**src/rtl/regfile_sb.sv**
```systemverilog
// rtl/regfile_sb.sv - register file with per-register busy scoreboard, write bypass and bulk clear
module regfile_sb #(
  parameter int DATA_W = 32,
  parameter int NREGS  = 32,
  parameter int NRD    = 2,
  parameter int BYPASS = 1,
  localparam int ADDR_W = $clog2(NREGS)
) (
  input  logic                  clk,
  input  logic                  rst,
  input  logic [NRD*ADDR_W-1:0] rd_addr,
  output logic [NRD*DATA_W-1:0] rd_data,
  output logic [NRD-1:0]        rd_busy,
  input  logic                  wr_en,
  input  logic [ADDR_W-1:0]     wr_addr,
  input  logic [DATA_W-1:0]     wr_data,
  input  logic                  iss_valid,
  input  logic [ADDR_W-1:0]     iss_dst,
  output logic                  iss_ready,
  output logic                  stall,
  input  logic                  clr_req,
  output logic                  clr_active,
  output logic                  clr_done
);

  typedef enum logic {S_IDLE, S_CLEAR} state_t;

  localparam logic [ADDR_W-1:0] LAST_IDX = ADDR_W'(NREGS - 1);

  state_t              state, state_next;
  logic [ADDR_W-1:0]   clr_idx, idx_next;
  logic                done_q, done_next;
  logic [DATA_W-1:0]   regs [NREGS];
  logic [NREGS-1:0]    busy;
  logic                idle;

  assign idle       = (state == S_IDLE);
  assign clr_active = (state == S_CLEAR);
  assign clr_done   = done_q;

  // Forwarding is suppressed during a clear so reads always reflect storage.
  for (genvar k = 0; k < NRD; k++) begin : g_rd
    logic [ADDR_W-1:0] a;
    logic              hit;
    assign a   = rd_addr[k*ADDR_W +: ADDR_W];
    assign hit = (BYPASS != 0) && idle && wr_en && (wr_addr == a) && (a != '0);
    assign rd_data[k*DATA_W +: DATA_W] = hit ? wr_data : ((a == '0) ? '0 : regs[a]);
    assign rd_busy[k] = busy[a] && !hit;
  end

  assign stall     = (|rd_busy) || clr_active;
  assign iss_ready = idle && ((iss_dst == '0) || !busy[iss_dst] ||
                              (wr_en && (wr_addr == iss_dst)));

  always_comb begin
    state_next = state;
    idx_next   = clr_idx;
    done_next  = 1'b0;
    case (state)
      S_IDLE: begin
        if (clr_req) begin
          state_next = S_CLEAR;
          idx_next   = ADDR_W'(1);
        end
      end
      S_CLEAR: begin
        idx_next = clr_idx + ADDR_W'(1);
        if (clr_idx == LAST_IDX) begin
          state_next = S_IDLE;
          idx_next   = '0;
          done_next  = 1'b1;
        end
      end
      default: state_next = S_IDLE;
    endcase
  end

  always_ff @(posedge clk) begin
    if (rst) begin
      for (int i = 0; i < NREGS; i++) regs[i] <= '0;
      busy    <= '0;
      clr_idx <= '0;
      state   <= S_IDLE;
      done_q  <= 1'b0;
    end else begin
      state   <= state_next;
      clr_idx <= idx_next;
      done_q  <= done_next;
      if (clr_active) begin
        regs[clr_idx] <= '0;
        busy[clr_idx] <= 1'b0;
      end else begin
        if (wr_en && (wr_addr != '0)) begin
          regs[wr_addr] <= wr_data;
          busy[wr_addr] <= 1'b0;
        end
        // Issued later in program order than the writeback, so the claim wins.
        if (iss_valid && iss_ready && (iss_dst != '0)) busy[iss_dst] <= 1'b1;
      end
    end
  end

endmodule

```
**config.mk**
```make
export PLATFORM = sky130hd
export DESIGN_NAME = regfile_sb
export DESIGN_NICKNAME = d
export VERILOG_FILES = /design/src/rtl/regfile_sb.sv
export SDC_FILE = /design/constraint.sdc
export NUM_CORES = 2
export LEC_CHECK = 0
export CORE_AREA = 5 5 324 453
export DETAILED_ROUTE_END_ITERATION = 6
export DIE_AREA = 0 0 329 458
export SETUP_SLACK_MARGIN = 0.1
export SYNTH_ARGS = -nofsm -noshare
export SYNTH_HDL_FRONTEND = slang
export SYNTH_SLANG_ARGS = --single-unit
```
**constraint.sdc**
```tcl
create_clock -name clk -period 3.69 [get_ports clk]
set_input_delay 0.738 -clock clk [delete_from_list [all_inputs] [get_ports clk]]
set_output_delay 0.738 -clock clk [all_outputs]
set_load 0.03 [all_outputs]
```
* After elaboration in Yosys (flattened, before gate mapping) *
Memory sizes are Yosys's and may differ from the RTL's.
Cells that the tools add are included.
Widths: inputs -> output; s select.

operators by class
  bitwise gates (word level) = 6
  reductions and logical operators = 32
  order comparisons = 8
  multiplexer cells = 43
  $add $sub $neg = 1
  equal/unequal tests = 5

operators with widths
  operator             count
  $mux 32              11
  $and 32x32->32       2
  $not 32->32          2
  $reduce_or 32->1     2
  $or 32x32->32        1
  $lt 5x6->1 const B   5
  $mux 1               20
  $mux 5               4
  $reduce_bool 5->1    4
  $bmux 1 s5           3
  $demux 1 s5          3
  $eq 5x5->1           3
  $ge 5x1->1 const B   3
  $logic_and 1x1->1    15
  $logic_not 5->1      3
  $pmux 5 s2           1
  $add 5x1->5 const B  1
  $eq 5x5->1 const B   1
  $reduce_or 2->1      2
  $logic_not 1->1      3
  $logic_or 1x1->1     3
  $ne 2x2->1 const B   1
  $pmux 1 s2           1
  $not 1->1            1

word-level totals
  input port bits = 57
  register bits after elaboration = 39
  bits in writable memories = 1,024
  memories = 1
  output and inout bits = 70

memories
  name  words  bits a word  read ports  clocked after Yosys merged registers in  write ports  line  source
  regs  32     32           2           0                                        32           33    logic [DATA_W-1:0] regs [NREGS];

* Depth between registers and ports, before layout *
  word-level depth = 12
  gate-level depth with buffers = 10

* Worst setup path before layout *
OpenSTA, ideal clock, no wires.

  kind = input port to output port
  from = input rd_addr[5]
  to = output stall
  path buffers = 4
  slack = -0.278 ns
  arrival time = 3.230 ns
  required time = 2.952 ns
  cell stages on the path = 8
  cells stage by stage = clkbuf_1 > buf_4 > buf_2 > buf_2 > mux2_2 > a21oi_1 > nor4_1 > or3_1

between the ends
  longest elaborated chain between the ends = 7
  elaborated cells on any way between the ends = 10
  those cells by class = eq/ne (1); mux (2); reduce/logical (7)

RTL lines
  item                                                line  source
  start, declared                                     11    input logic [NRD*ADDR_W-1:0] rd_addr,
  branches (longest 4 deep; another with $bmux 1 s5)  n/a
  $logic_and 1x1->1 (*)                               48    assign rd_busy[k] = busy[a] && !hit;
  named net rd_busy[1]                                13    output logic [NRD-1:0] rd_busy,
  $reduce_or 2->1 (*)                                 51    assign stall = (|rd_busy) || clr_active;
  $logic_or 1x1->1 (*)                                51
  end, declared                                       20    output logic stall,

Mark *: on every way through the listed nets, which the timed path passes. The select of a mux whose other input is x is not followed.

* Worst setup path in the final report *
  from = input rd_addr[0]
  to = output rd_data[29]

between the ends
  longest elaborated chain between the ends = 4
  elaborated cells on any way between the ends = 8
  those cells by class = eq/ne (1); mux (2); reduce/logical (4); memory (1)

RTL lines
  item                                                   line  source
  branches (longest 3 deep; another with $mem_v2 32x32)  n/a
  $mux 32 (*)                                            47    assign rd_data[k*DATA_W +: DATA_W] = hit ? wr_data : ((a == '0) ? '0 : regs[a]);
  end, declared                                          12    output logic [NRD*DATA_W-1:0] rd_data,

Every way passes the cells marked *.

==> run_results.csv <==
group,metric,value,unit
run_status,status,"finished clean",
placement,pre_cts_slack,-0.339,ns
route,num_vias,40200,
synthesis,avgSynthCellArea,14.2,sq um
global_routing,grt_pass1_wl,293000,um
sta,fin_ws,0.0854,ns
finish,final_cells,6398,
sta,report.final.slew_viol_count,0,
clocking,cts-root-buf,"clkbuf_16",
sta,setup_viol,0,
die,initial_core_util,39.6,%
route,drt_first_pass_iters,6,
sta,fin_skew,0.0206,ns
placement,dp.cells,6115,
clocking,hold_buffers,0,
run,maxCapViolCount,0,
power_and_ir_drop,p_per_area,422,nW/um^2
synthesis,synth_flop_cell,"edfxtp_1",
sta,period_share,97.7,%
route,drc_errors,0,
synthesis,synth_top_cell_area_share,54.6,%
synthesis,ys_types,55,
power_and_ir_drop,p_leak,24.1,nW
clocking,cts.clk_slew.worst_paths,0.07,ns
clocking,cts_buffers,105,
global_routing,grt.total_usage,27.1,%
worst_setup_path,cp.arrival,2.87,ns
worst_setup_path,cp-startpoint,"rd_addr[0]",
sta,holdWs,0.478,ns
die,die_w,329,um
finish,fillers,11900,
route,routed_wl,211000,um
global_routing,grt_pass1_vias,40400,
synthesis,muxShareOfSynthArea,26.6,%
power_and_ir_drop,ir_worst_vdd,0.000395,V
placement,place_congestion,0.933,
finish,final_nets,4465,
worst_setup_path,required,2.95,ns
synthesis,seq_area_frac_synth,56.0,%
worst_setup_path,r2r_cells,11,
synthesis,ys_top_cells_by_area,"edfxtp_1 55%, mux4_2 24%, nor2_1 6.9%, mux2_2 2.2%, clkbuf_1 2.0%",
worst_setup_path,endpoint,"rd_data[29]",
synthesis,synth_top_family_by_area,"multiplexers",
synthesis,synthXorXnorAreaFrac,0.233,%
clocking,clk-insertion-delay-late,0.73,ns
placement,io_buffers,126,
synthesis,synth_area,56300,sq um
die,die_h,458,um
die,rows,164,
synthesis,ys_warn_count,0,
sta,rsz0062_at_grt,"yes",
placement,placed_cell_area,64800,sq um
synthesis,async_reset_ff_share,0,%
route,drt_iter0_drc,5319,
worst_setup_path,end_kind,"primary output",
worst_setup_path,slowest_delay,0.51,ns
clocking,cts_sinks,1063,
worst_setup_path,slowest_stage,"mux4_2",
synthesis,synth-edff-count,1024,
clocking,cts_tree,"built",
worst_setup_path,worstSetupStartpointType,"input pin",
synthesis,yosysMostFrequentCell,"nor2_1",
sta,clock.fmax,0.277,GHz
synthesis,yosys.area.top_type,"edfxtp_1",
worst_setup_path,reg2reg_to,"regs[7][26]",
global_routing,antenna_found_initial,1,
synthesis,ys_ff_latch,1063,
power_and_ir_drop,finalPower,29.8,mW
worst_setup_path,r2r-start,"clr_active",
worst_setup_path,worstPathCellList,"buf_16, buf_4, buf_16, buf_12, mux4_2, mux4_2, nor2b_1, buf_4, o31ai_4, buf_12",
route,ant_nets,0,
finish,design_area,70700,sq um
sta,tightest_slew,0.791,ns
sta,slew_headroom,47.1,%
route,wl_per_cell,33.0,um
worst_setup_path,critical_path_class,"input pin to primary output",
worst_setup_path,rrSetupSlack,0.85,ns
placement,hpwl,134000,um
worst_setup_path,crit_fanout,7,
synthesis,synthCells,3979,
worst_hold_path,hold_path_class,"flip-flop to flip-flop",
die,io-pin-count,127,
global_routing,overflow,0,
finish,area.growth.synth_to_final,25.5,%
synthesis,synth_compound_area_share,3.50,%
route,viasPerCell,6.29,
die,die_area,151000,sq um
synthesis,synth_common_cells,"1039 x nor2_1, 1024 x edfxtp_1, 594 x mux4_2, 295 x clkbuf_1, 187 x nand2_1",
clocking,cts_buffer_depth,3,
synthesis,synth-simple-area-share,10.3,%
sta,min_period,3.60,ns
synthesis,synthAdderAreaFrac,0.111,%
clocking,cts_max_level,3,
finish,drive_gt1_share,38.2,%
sta,hold_viol_final,0,
global_routing,grt_max_degree,78,
die,core_area,142000,sq um
routing by layer:
| metal | up-vias | global-route usage (%) | part of all wire [%] |
|---|---|---|---|
| li1 | 16100 | - | - |
| met1 | 20900 | 33.3 | 34 |
| met2 | 2660 | 45.6 | 49 |
| met3 | 626 | 5.96 | 10 |
| met4 | 0 | 12.9 | 6.0 |
| met5 | - | 0 | 0 |
critical path: cells and delay by family:
| family | cells | cell delay (ns) |
|---|---|---|
| simple gates | 1 | 0.12 |
| buf+inv | 6 | 0.90 |
| mux | 2 | 0.99 |
| compound gates | 1 | 0.10 |
kinds of logic (layout without fill, tap and decap cells):
group | after synthesis | in the layout
adders and majority gates | 5 | 5
buffers and inverters | 433 | 910
xor gates and xnor gates | 15 | 15
and+or+nand+nor | 1412 | 1412
AOI/OAI and AO/OA | 310 | 310
muxes | 740 | 740
DFF | 1063 | 1063
other | 1 | 34
report_power, final:
part	switching, mW	internal [mW]
Clock	4.77	6.05
Sequential	0.266	13.7
Combinational	2.61	2.48
Total	7.65	22.2
state kept, by name, summed over array words and instances (netlist names):
name / cells
regs: 1024
busy: 32
clr_idx: 5
clr_active: 1
clr_done: 1
stage by stage:
step | setup TNS, ns | util (%)
finish | 0 | 49.7
global route | 0 | 49.7
CTS | 0 | 48.9
detailed placement | -19.98 | 45.6
global placement | -14.57 | 45.6
floorplan | 0 | -
what timing repair did:
action                     CTS  global route
pin swaps                    8            28
setup buffers               30            37
resized for setup          142           111
gates cloned                13            10
setup endpoints to repair   67            66
placed cells by master, fill, tap and decap left out, types with 11 or more instances in the layout:
cell and instances:
o31ai_2 17, buf_8 12, clkinv_1 19, mux4_2 594, buf_12 225, nor2b_2 12, nor3_1 11, nand2_2 42
clkdlybuf4s50_1 41, nand2b_2 32, a21boi_0 17, clkbuf_16 119, dfxtp_1 38, buf_6 28, a21oi_1 38, mux2_2 112
conb_1 32, clkinv_2 22, nor2_1 1035, o31ai_4 29, buf_16 28, o22ai_1 42, o221ai_2 11, nand2_1 141
clkbuf_1 21, nand2b_1 18, o21ai_0 90, mux2i_1 31, nand3_1 20, buf_4 353, nand4_1 12, a31oi_1 21
edfxtp_1 1024, nor2b_1 20
area by class of cell:
type	instances	area (sq um)	share of cell area (%)
multi-input combinational	2514	24200	34.2
clock buffer	131	2830	4.00
inverter	10	37.5	0.0531
clock inverter	60	536	0.757
antenna	2	5.00	0.00708
timing repair buffer	709	9220	13.0
tap	1909	2390	3.38
sequential	1063	31500	44.6
worst min-delay path by stage:
stage,startpoint,endpoint,slack [ns],cells past startpoint
after floorplan,busy[0],busy[0],0.43,2
after global placement,busy[0],busy[0],0.46,2
after detailed placement,busy[0],busy[0],0.47,2
after CTS,busy[0],busy[0],0.48,2
after global routing,busy[0],busy[0],0.51,2
final,busy[0],busy[0],0.48,2
Note: power is estimated with default switching activity, not from simulation.
